--- src/rtl/mem_burst_adapter.sv ---
// Converts single-word core mem_read/mem_write requests into line-sized pmem bursts (read-modify-write for stores).
// Latency: read miss mem_resp 5 cycles after request, write 10 cycles (pmem_resp every cycle); LINE_BUF_EN read hit 1 cycle.
// Backpressure: bursts stall on missing pmem_resp; core holds its request until the one-cycle mem_resp pulse.
module mem_burst_adapter #(
    parameter int BEATS  = 4,
    parameter int BEAT_W = 64
) (
    input  logic              clk,
    input  logic              rst,
    input  logic              mem_read,
    input  logic              mem_write,
    input  logic [3:0]        mem_byte_enable,
    input  logic [31:0]       mem_address,
    input  logic [31:0]       mem_wdata,
    output logic              mem_resp,
    output logic [31:0]       mem_rdata,
    output logic              pmem_read,
    output logic              pmem_write,
    output logic [31:0]       pmem_address,
    output logic [BEAT_W-1:0] pmem_wdata,
    input  logic [BEAT_W-1:0] pmem_rdata,
    input  logic              pmem_resp
);

    localparam int LINE_W = BEATS * BEAT_W;
    localparam int OFF_W  = $clog2(LINE_W / 8);
    localparam int WIDX_W = OFF_W - 2;
    localparam int CNT_W  = (BEATS > 1) ? $clog2(BEATS) : 1;
    localparam int TAG_W  = 32 - OFF_W;

    typedef enum logic [2:0] {
        IDLE     = 3'd0,
        RD_BURST = 3'd1,
        MERGE    = 3'd2,
        WR_BURST = 3'd3,
        RESP     = 3'd4
    } state_t;

    state_t              r_state;
    state_t              w_next;
    logic [CNT_W-1:0]    r_beat_cnt;
    logic [LINE_W-1:0]   r_line;
    logic [31:0]         r_addr;
    logic [WIDX_W-1:0]   r_word;
    logic [3:0]          r_be;
    logic [31:0]         r_wdata;
    logic                r_is_wr;
    logic                w_last;
    logic                w_hit;
    logic [31:0]         w_word;
    logic                w_unused;

    // Byte offset within a word never selects anything: the core moves whole words.
    assign w_unused = ^mem_address[1:0];

    assign w_last = (r_beat_cnt == CNT_W'(BEATS - 1));
    assign w_word = r_line[int'(r_word) * 32 +: 32];
    assign pmem_address = r_addr;

`ifdef LINE_BUF_EN
    logic             r_buf_vld;
    logic [TAG_W-1:0] r_buf_tag;

    assign w_hit = r_buf_vld && (r_buf_tag == mem_address[31:OFF_W]);

    // Line buffer tag: invalidated when a miss starts refilling the line, valid once the refill burst completes.
    always_ff @(posedge clk) begin
        if (!rst) begin
            r_buf_vld <= 1'b0;
            r_buf_tag <= '0;
        end else if (r_state == IDLE && (mem_read || mem_write) && !w_hit) begin
            r_buf_vld <= 1'b0;
        end else if (r_state == RD_BURST && pmem_resp && w_last) begin
            r_buf_vld <= 1'b1;
            r_buf_tag <= r_addr[31:OFF_W];
        end
    end
`else
    assign w_hit = 1'b0;
`endif

    // State register plus request latches, beat counter and the line being assembled/merged.
    always_ff @(posedge clk) begin
        if (!rst) begin
            r_state    <= IDLE;
            r_beat_cnt <= '0;
            r_line     <= '0;
            r_addr     <= '0;
            r_word     <= '0;
            r_be       <= '0;
            r_wdata    <= '0;
            r_is_wr    <= 1'b0;
        end else begin
            r_state <= w_next;
            case (r_state)
                IDLE: begin
                    if (mem_read || mem_write) begin
                        r_addr     <= {mem_address[31:OFF_W], {OFF_W{1'b0}}};
                        r_word     <= mem_address[OFF_W-1:2];
                        r_be       <= mem_byte_enable;
                        r_wdata    <= mem_wdata;
                        // A simultaneous read+write is served as a write.
                        r_is_wr    <= mem_write;
                        r_beat_cnt <= '0;
                    end
                end
                RD_BURST: begin
                    if (pmem_resp) begin
                        r_line[int'(r_beat_cnt) * BEAT_W +: BEAT_W] <= pmem_rdata;
                        r_beat_cnt <= w_last ? '0 : r_beat_cnt + 1'b1;
                    end
                end
                MERGE: begin
                    for (int b = 0; b < 4; b++) begin
                        if (r_be[b]) begin
                            r_line[int'(r_word) * 32 + b * 8 +: 8] <= r_wdata[b * 8 +: 8];
                        end
                    end
                end
                WR_BURST: begin
                    if (pmem_resp) begin
                        r_beat_cnt <= w_last ? '0 : r_beat_cnt + 1'b1;
                    end
                end
                default: begin
                end
            endcase
        end
    end

    // Next-state decode and all handshake outputs, which are pure functions of the current state.
    always_comb begin
        w_next     = r_state;
        mem_resp   = 1'b0;
        mem_rdata  = '0;
        pmem_read  = 1'b0;
        pmem_write = 1'b0;
        pmem_wdata = '0;
        case (r_state)
            IDLE: begin
                if (mem_read || mem_write) begin
                    if (w_hit) begin
                        w_next = mem_write ? MERGE : RESP;
                    end else begin
                        w_next = RD_BURST;
                    end
                end
            end
            RD_BURST: begin
                pmem_read = 1'b1;
                if (pmem_resp && w_last) begin
                    w_next = r_is_wr ? MERGE : RESP;
                end
            end
            MERGE: begin
                w_next = WR_BURST;
            end
            WR_BURST: begin
                pmem_write = 1'b1;
                pmem_wdata = r_line[int'(r_beat_cnt) * BEAT_W +: BEAT_W];
                if (pmem_resp && w_last) begin
                    w_next = RESP;
                end
            end
            RESP: begin
                mem_resp = 1'b1;
                if (!r_is_wr) begin
                    mem_rdata = w_word;
                end
                w_next = IDLE;
            end
            default: begin
                w_next = IDLE;
            end
        endcase
    end

endmodule
--- config.mk ---
export PLATFORM = sky130hd
export DESIGN_NAME = mem_burst_adapter
export DESIGN_NICKNAME = d
export VERILOG_FILES = /design/src/rtl/mem_burst_adapter.sv
export SDC_FILE = /design/constraint.sdc
export NUM_CORES = 1
export LEC_CHECK = 0
export BUFFER_PORTS_ARGS = -buffer_cell sky130_fd_sc_hd__buf_4
export CORE_ASPECT_RATIO = 1.1
export CORE_MARGIN = 3
export CORE_UTILIZATION = 40
export DETAILED_ROUTE_END_ITERATION = 7
export PLACE_DENSITY = 0.56
export SLEW_MARGIN = 20
export SYNTH_ARGS = -nofsm -noshare
export SYNTH_HDL_FRONTEND = slang
export SYNTH_SLANG_ARGS = --single-unit
--- constraint.sdc ---
create_clock -name clk -period 6.51 [get_ports clk]
set_input_delay 0.651 -clock clk [delete_from_list [all_inputs] [get_ports clk]]
set_output_delay 0.651 -clock clk [all_outputs]
set_load 0.03 [all_outputs]
==> impl_metrics.toml, run 1 <==
[setup_path]
required_ns = 6.96
reg2reg_from = "r_word[0]$_SDFFE_PN0P_"
r2r_cells = 7
slowest_stage = "ha_1"
r2r_end = "r_line[129]$_SDFFE_PN0P_"
crit_path_end_kind = "flip-flop"
worstPathMaxFanout = 36
worstPathArrival_ns = 4.85
critical_path.startpoint_type = "flip-flop"
worstSetupPathDepth = 7
endpoint = "r_line[129]$_SDFFE_PN0P_"
path_class = "reg -> reg"
r2r_setup_slack_ns = 2.11
critical_path.most_common_cell = "ha_1"
critPathTopFamily = "simple AND/OR/NAND/NOR gates"
startpoint = "r_word[0]$_SDFFE_PN0P_"
critPathMaxStageDelay_ns = 0.97
path_buf_inv = 1
timing.critical_path.cells = "inv_1 > ha_1 > ha_1 > or4b_4 > nor4_2 > nand2_1 > a311oi_1"

[floorplan]
die_h_um = 235
dieArea_um2 = 50200
rows = 83
start_util = 0.406
die_w_um = 214
io-pin-count = 268
coreArea_um2 = 46800

[pwr]
powerDensity_nw_per_um2 = 225
vdd_drop_max_v = 0.000162
total_leakage_power_uw = 0.00718
p_sw_uw = 1380
p_comb_frac = 0.125
switching_share = 0.273
p_seq_frac = 0.431
clockPowerShare = 0.444
power.internal_uw = 3670

[clocking]
root_buffer = "clkbuf_16"
clock_latency_ns = 0.56
cts_tree = "built"
cts.sink_count = 328
postCtsSetupRepairBufs = 0
cts_buffer_depth = 3
ctsResizeCount = 0
clk_pin_slew_ns = 0.06
cts_hold_buf = 0
cts_max_level = 2
cts_buffers = 40

[global_route]
grt_overflow_total = 0
grt_start_max_net_pins = 167
antenna_found_initial = 1
grtUsageTotal = 0.289
grt_pass1_vias = 17758
grt_pass1_wl_mm = 113

[yosys]
synth_warnings = 0
synth-edff-count = 0
synth_area_um2 = 19000
synth-async-reset-ratio = 0
synth.distinct_cells = 76
syn_avg_cell_area_um2 = 9.18
ys_ff_latch = 328
ys_seq_area_frac = 0.345
netlist_instances = 2072
ys.flop_type = "dfxtp_1"

[job]
maxCapViolCount = 0

[sta]
period_share = 0.675
min_period_ns = 4.40
setup_viol = 0
maxSlewHeadroom = 0.223
rsz0062_at_grt = "no"
max_freq_mhz = 227
finalSetupTns_ns = 0
drv_slew = 0
fin_skew_ns = 0.0123
finalHoldViolCount = 0
worstMarginPinSlew_ns = 1.17

[route]
first_iter_violations = 1863
dr_total_vias = 18357
routed_via_density = 6.45
drt-total-wl_mm = 76.0
antenna_left = 0
wl_per_cell_um = 26.7
drc = 0
firstDrtPassIters = 5

[layout]
multiInputGateArea_um2 = 11400
syn_to_final_growth_pct = 17.8
diodes = 0
fin_util = 0.479
seq_area_um2 = 6580
final_cell_mix = "323 x dfxtp_1, 294 x buf_4, 287 x nand2_1, 219 x a21oi_1, 164 x a211oi_1"
fin_nets = 2326
mostFrequentLayoutCell = "dfxtp_1"
num-fill-cells = 4500
drive_gt1_frac = 0.253

[placement]
gp_congestion = 0.835
post-dp-hpwl_mm = 46.5
portBuffers = 260

[hold_path]
hp-class = "in -> reg"

[outcome]
status = "complete, no violations"
[metrics by stage]
step	total power [µW]	setup slack [ns]	cell area [µm²]	hold slack, ns	std cells
after floorplan	2590	3.30	19000	0.462	2076
after global placement	2830	2.28	21100	0.443	2772
after detailed placement	2840	2.22	21100	0.448	2772
after CTS	5080	2.18	22400	0.304	2843
after global routing	5220	1.91	22400	0.338	2845
final	5050	2.11	22400	0.342	2845
[Yosys cell counts, types with 34 or more instances]
master    instances  area, µm²
dfxtp_1         328       6570
nand2_1         287       1080
a21oi_1         219       1100
a211oi_1        164       1230
a22oi_1         138       1040
mux4_2          128       2880
clkbuf_1        125        469
nor2_1          113        424
nor2b_1          78        488
buf_2            53        265
a32oi_1          48        420
nand3_1          34        170
[layout make-up]
cell class / instances / share of cell area
multi-input combinational: 1503 / 0.510
sequential: 328 / 0.294
timing repair buffer: 296 / 0.101
clock buffer: 62 / 0.0546
tap: 637 / 0.0356
clock inverter: 9 / 0.00335
inverter: 10 / 0.00201
[worst min path at each step]
stage,start,to,depth (start not counted)
after floorplan,r_line[72]$_SDFFE_PN0P_,r_line[72]$_SDFFE_PN0P_,2
after global placement,pmem_address[18]$_SDFFE_PN0P_,pmem_address[18]$_SDFFE_PN0P_,2
after detailed placement,pmem_address[12]$_SDFFE_PN0P_,pmem_address[12]$_SDFFE_PN0P_,2
after CTS,mem_address[11],pmem_address[11]$_SDFFE_PN0P_,3
after global routing,mem_address[26],pmem_address[26]$_SDFFE_PN0P_,3
final,mem_wdata[7],r_wdata[7]$_SDFFE_PN0P_,3
[worst reg2reg max path, stage by stage (launching register included)]
cell      delay [ns]
dfxtp_4         0.79
inv_1           0.26
ha_1            0.40
ha_1            0.97
or4b_4          0.59
nor4_2          0.87
nand2_1         0.12
a311oi_1        0.30
[sequential cells by signal, indices dropped and copies added, names as in the netlist]
signal	cells
r_line	256
r_word	3
r_be	4
r_state	3
r_beat_cnt	2
pmem_address	27
r_is_wr	1
r_wdata	32
[kinds of logic after synthesis]
logic type                 count (synthesis)  synth area share
AOI/OAI and AO/OA                        709             0.267
adders and majority gates                 10           0.00658
buffers and inverters                    245            0.0594
DFF                                      328             0.345
muxes                                    128             0.152
other                                      1          0.000197
and+or+nand+nor                          651             0.170
[power groups by stage]
| stage | Combinational (µW) | Sequential, µW | Clock [µW] |
|---|---|---|---|
| final | 634 | 2180 | 2240 |
| after global routing | 676 | 2190 | 2360 |
| after CTS | 624 | 2170 | 2280 |
| after detailed placement | 622 | 2220 | 0 |
| after global placement | 616 | 2210 | 0 |
| after floorplan | 428 | 2170 | 0 |
[metal layers]
layer | GRT usage | vias up | part of all wire
met4 | 0.129 | 2 | 0.041
met3 | 0.0588 | 184 | 0.098
met2 | 0.455 | 1054 | 0.46
met5 | 0 | - | 0.00017
met1 | 0.384 | 8962 | 0.40
li1 | - | 8155 | -
No activity file was read; power rests on OpenSTA's default activity.
==> run 2, diff against run 1 <==
PLACE_DENSITY = 0.58   (was 0.56)
clock period = 3.8 ns   (was 6.51 ns; I/O delays follow)
==> impl_metrics.toml, run 2 (synthesized netlist as in run 1, its figures left out) <==
[hold_path]
min_from = "mem_address[11]"
hp-class = "in -> reg"

[global_route]
grt_overflow_total = 0
antenna_found_initial = 1
grt_pass1_vias = 18125
grt_start_max_net_pins = 124
grtUsageTotal = 0.287
grt_pass1_wl_mm = 113

[floorplan]
die_w_um = 214
die_h_um = 235
rows = 83
start_util = 0.406
coreArea_um2 = 46800
io-pin-count = 268
dieArea_um2 = 50200

[placement]
gp_congestion = 0.871
portBuffers = 260
pre_cts_slack_ns = 0.586
postPlaceCellArea_um2 = 21400
post-dp-hpwl_mm = 48.6

[sta]
setup_ws_ns = 0.373
max_freq_mhz = 292
setup_viol = 0
maxSlewHeadroom = 0.331
rsz0062_at_grt = "no"
min_period_ns = 3.43
fin_skew_ns = 0.0182
finalHoldViolCount = 0
drv_slew = 0
worstMarginPinSlew_ns = 1.00
finalSetupTns_ns = 0
period_share = 0.902
whs_ns = 0.0651

[clocking]
postCtsSetupRepairBufs = 0
cts_hold_buf = 0
cts_buffers = 39
cts.sink_count = 328
clock_latency_ns = 0.56
clk_pin_slew_ns = 0.06
cts_buffer_depth = 3
cts_max_level = 2
root_buffer = "clkbuf_16"
ctsResizeCount = 0
cts_tree = "built"

[route]
wl_per_cell_um = 26.0
antenna_left = 0
drc = 0
first_iter_violations = 1827
drt-total-wl_mm = 75.1
dr_total_vias = 18478
routed_via_density = 6.40
firstDrtPassIters = 6

[layout]
final_cell_mix = "338 x buf_4, 323 x dfxtp_1, 287 x nand2_1, 219 x a21oi_1, 164 x a211oi_1"
syn_to_final_growth_pct = 19.7
finalInstanceArea_um2 = 22800
fin_nets = 2370
fin_util = 0.486
top_register = "r_line"
largest_reg_flops = 256
drive_gt1_frac = 0.266
diodes = 0
mostFrequentLayoutCell = "buf_4"

[pwr]
power.internal_uw = 6430
vdd_drop_max_v = 0.000332
clockPowerShare = 0.451
total_leakage_power_uw = 0.00740
p_seq_frac = 0.423
powerDensity_nw_per_um2 = 385
p_sw_uw = 2340
p_comb_frac = 0.126
switching_share = 0.267

[outcome]
status = "complete, no violations"

[setup_path]
required_ns = 3.42
critical_path.startpoint_type = "flip-flop"
worstPathMaxFanout = 54
reg2reg_from = "r_word[0]$_SDFFE_PN0P_"
crit_path_end_kind = "output pin"
path_class = "reg -> out"
startpoint = "r_word[1]$_SDFFE_PN0P_"
worstPathArrival_ns = 3.05

[job]
maxCapViolCount = 0
-- run 2: power groups by stage --
| stage | Sequential, µW | Combinational, µW | Clock (µW) |
|---|---|---|---|
| 3_3_place_gp | 3770 | 1090 | 0 |
| 4_1_cts | 3700 | 1100 | 4000 |
| 6_report | 3710 | 1110 | 3950 |
| 3_5_place_dp | 3780 | 1100 | 0 |
| 2_1_floorplan | 3710 | 733 | 0 |
| 5_1_grt | 3720 | 1190 | 4150 |
-- run 2: routing by layer --
metal  wire [µm]  GRT usage  vias up  share of wire
met5          20          0        -        0.00027
met4        3420      0.123        2          0.046
met3        6780     0.0684      227          0.090
met2       34700      0.457     1011           0.46
met1       30100      0.374     8993           0.40
li1            -          -     8245              -
-- run 2: worst paths after layout --
path / slack [ns] / cells after the start / to
worst min-delay path: 0.07 / 3 / pmem_address[11]$_SDFFE_PN0P_
worst max register to register: 0.54 / 7 / r_line[128]$_SDFFE_PN0P_
worst max-delay path: 0.37 / 5 / mem_rdata[31]
worst min register to register: 0.46 / 2 / pmem_address[11]$_SDFFE_PN0P_
-- run 2: metrics by stage --
stage / power [µW] / instances
detailed placement: 4880 / 2819
CTS: 8810 / 2889
finish: 8770 / 2889
global placement: 4860 / 2819
global route: 9060 / 2889
floorplan: 4440 / 2076
-- run 2: cell type report --
cell class,instances,area (µm²)
inverters,10,45.0
well taps,637,797
multi-input cells,1503,11400
clock buffers,62,1220
repair buffers,341,2600
flip-flops and latches,328,6580
fillers,4449,24100
clock inverters,8,119
-- run 2: critical path, stage by stage, from the launching register on --
cell and delay, ns:
dfxtp_4 0.62, buf_4 0.82, mux4_2 0.59, nand2_1 0.08, a21oi_1 0.13, buf_4 0.21
==> run 3, diff against run 2 <==
PLACE_DENSITY = 0.56   (was 0.58)
clock period = 3.2 ns   (was 3.8 ns; I/O delays follow)
==> impl_metrics.toml, run 3 (synthesized netlist as in run 1, its figures left out) <==
[global_route]
antenna_found_initial = 2
grt_start_max_net_pins = 112
grtUsageTotal = 0.295
grt_overflow_total = 0
grt_pass1_wl_mm = 116
grt_pass1_vias = 18501

[floorplan]
start_util = 0.406
die_w_um = 214
dieArea_um2 = 50200
rows = 83
io-pin-count = 268
coreArea_um2 = 46800
die_h_um = 235

[sta]
min_period_ns = 3.02
rsz0062_at_grt = "no"
drv_slew = 0
worstMarginPinSlew_ns = 0.970
fin_skew_ns = 0.0279
setup_viol = 0
whs_ns = 0.0212
max_freq_mhz = 331
maxSlewHeadroom = 0.353
period_share = 0.945
finalSetupTns_ns = 0
finalHoldViolCount = 0

[route]
firstDrtPassIters = 6
drt-met1-wl_mm = 31.4
antenna_left = 0
first_iter_violations = 1929
routed_via_density = 6.36
wl_per_cell_um = 25.9
met2RoutedLength_mm = 35.8
dr_total_vias = 18938
drc = 0
highest_layer = "met5"
drt-total-wl_mm = 77.3
wl_met3_mm = 7.20

[setup_path]
critical_path.most_common_cell = "buf_4"
slowest_stage = "mux4_2"
r2r_setup_slack_ns = 0.41
r2r_end = "r_line[33]$_SDFFE_PN0P_"
required_ns = 2.88
r2r_cells = 8
critPathMaxStageDelay_ns = 0.63
crit_path_end_kind = "output pin"
reg2reg_from = "r_word[1]$_SDFFE_PN0P_"
timing.critical_path.cells = "buf_4 > mux4_2 > nor2b_1 > buf_4"
worstPathArrival_ns = 2.70
critical_path.startpoint_type = "flip-flop"
worstPathMaxFanout = 24
path_class = "reg -> out"

[layout]
drive_gt1_frac = 0.272
finalInstanceArea_um2 = 23700
top_register = "r_line"
fin_nets = 2458
syn_to_final_growth_pct = 24.5
mostFrequentLayoutCell = "buf_4"
final_cell_mix = "363 x buf_4, 323 x dfxtp_1, 287 x nand2_1, 219 x a21oi_1, 164 x a211oi_1"
largest_reg_flops = 256
diodes = 0

[clocking]
cts_tree = "built"
root_buffer = "clkbuf_16"
cts_max_level = 2
cts.sink_count = 328
clock_latency_ns = 0.58
clk_pin_slew_ns = 0.06
cts_buffers = 40
cts_buffer_depth = 3

[job]
maxCapViolCount = 0

[placement]
post-dp-hpwl_mm = 48.8
postPlaceCellArea_um2 = 21800
gp_congestion = 0.869
portBuffers = 260

[hold_path]
hold_depth = 3
hp-class = "in -> reg"
min_from = "mem_wdata[3]"
min_to = "r_wdata[3]$_SDFFE_PN0P_"

[outcome]
status = "complete, no violations"

[pwr]
powerDensity_nw_per_um2 = 451
total_leakage_power_uw = 0.00783
vdd_drop_max_v = 0.000368
-- run 3: cell count changes in the layout (fill, tap and decap cells not counted), moves of 2 or more --
cell | before | now
clkinv_1 | 1 | 4
clkbuf_8 | 12 | 6
inv_6 | 0 | 2
clkinvlp_4 | 0 | 5
dlygate4sd3_1 | 0 | 54
bufinv_16 | 3 | 5
buf_4 | 338 | 363
clkinv_2 | 4 | 9
clkbuf_1 | 9 | 3
buf_12 | 3 | 10
-- run 3: through the flow --
| step | setup WS (ns) | utilization | instances | power (µW) |
|---|---|---|---|---|
| 2_1_floorplan | 0.306 | - | 2076 | 5280 |
| 3_3_place_gp | 0.534 | 0.465 | 2852 | 5820 |
| 3_5_place_dp | 0.475 | 0.465 | 2852 | 5840 |
| 4_1_cts | 0.0275 | 0.506 | 2980 | 10700 |
| 5_1_grt | 0.0581 | 0.506 | 2980 | 11000 |
| 6_report | 0.176 | 0.506 | 2980 | 10700 |
-- run 3: worst max path at each step --
stage                                          start                  endpoint  slack [ns]  depth (start not counted)
after floorplan               r_word[2]$_SDFFE_PN0P_  r_line[128]$_SDFFE_PN0P_        0.31                          9
after detailed placement      r_word[1]$_SDFFE_PN0P_   r_line[33]$_SDFFE_PN0P_        0.48                          8
after global placement        r_word[1]$_SDFFE_PN0P_   r_line[38]$_SDFFE_PN0P_        0.53                          8
after global routing      r_beat_cnt[0]$_SDFFE_PN0P_            pmem_wdata[42]        0.06                          4
final                     r_beat_cnt[0]$_SDFFE_PN0P_            pmem_wdata[42]        0.18                          4
after CTS                     r_word[1]$_SDFFE_PN0P_             mem_rdata[29]        0.03                          5
-- run 3: power by group --
part	internal [µW]	leakage, µW	switching (µW)	total, µW
Clock	2890	0.000672	1950	4850
Combinational	632	0.00449	805	1440
Sequential	4210	0.00267	173	4390
Total	7740	0.00783	2930	10700
-- run 3: layout make-up --
cell class              count  area, µm²
flip-flops and latches    328       6580
repair buffers            428       3480
clock inverters            24        262
fillers                  4378      23100
inverters                  10       45.0
multi-input cells        1503      11400
clock buffers              50       1120
well taps                 637        797
-- run 3: metal layers --
metal / up-vias / global-route usage
li1: 8412 / -
met1: 9285 / 0.388
met2: 1038 / 0.471
met3: 199 / 0.0704
met4: 4 / 0.113
met5: - / 0
-- run 3: worst max-delay path: cells and delay by family (launching register included) --
kind | cells | cell delay (ns)
buf+inv | 2 | 0.73
mux | 1 | 0.63
flops | 1 | 0.60
simple gates | 1 | 0.16
-- run 3: repair_timing --
| item | CTS | global route |
|---|---|---|
| gates resized for setup | 0 | 1 |
| hold buffers | 54 | 0 |
| endpoints found under the setup margin | 0 | 9 |
| setup buffers | 0 | 0 |
| hold endpoints to repair | 54 | 0 |
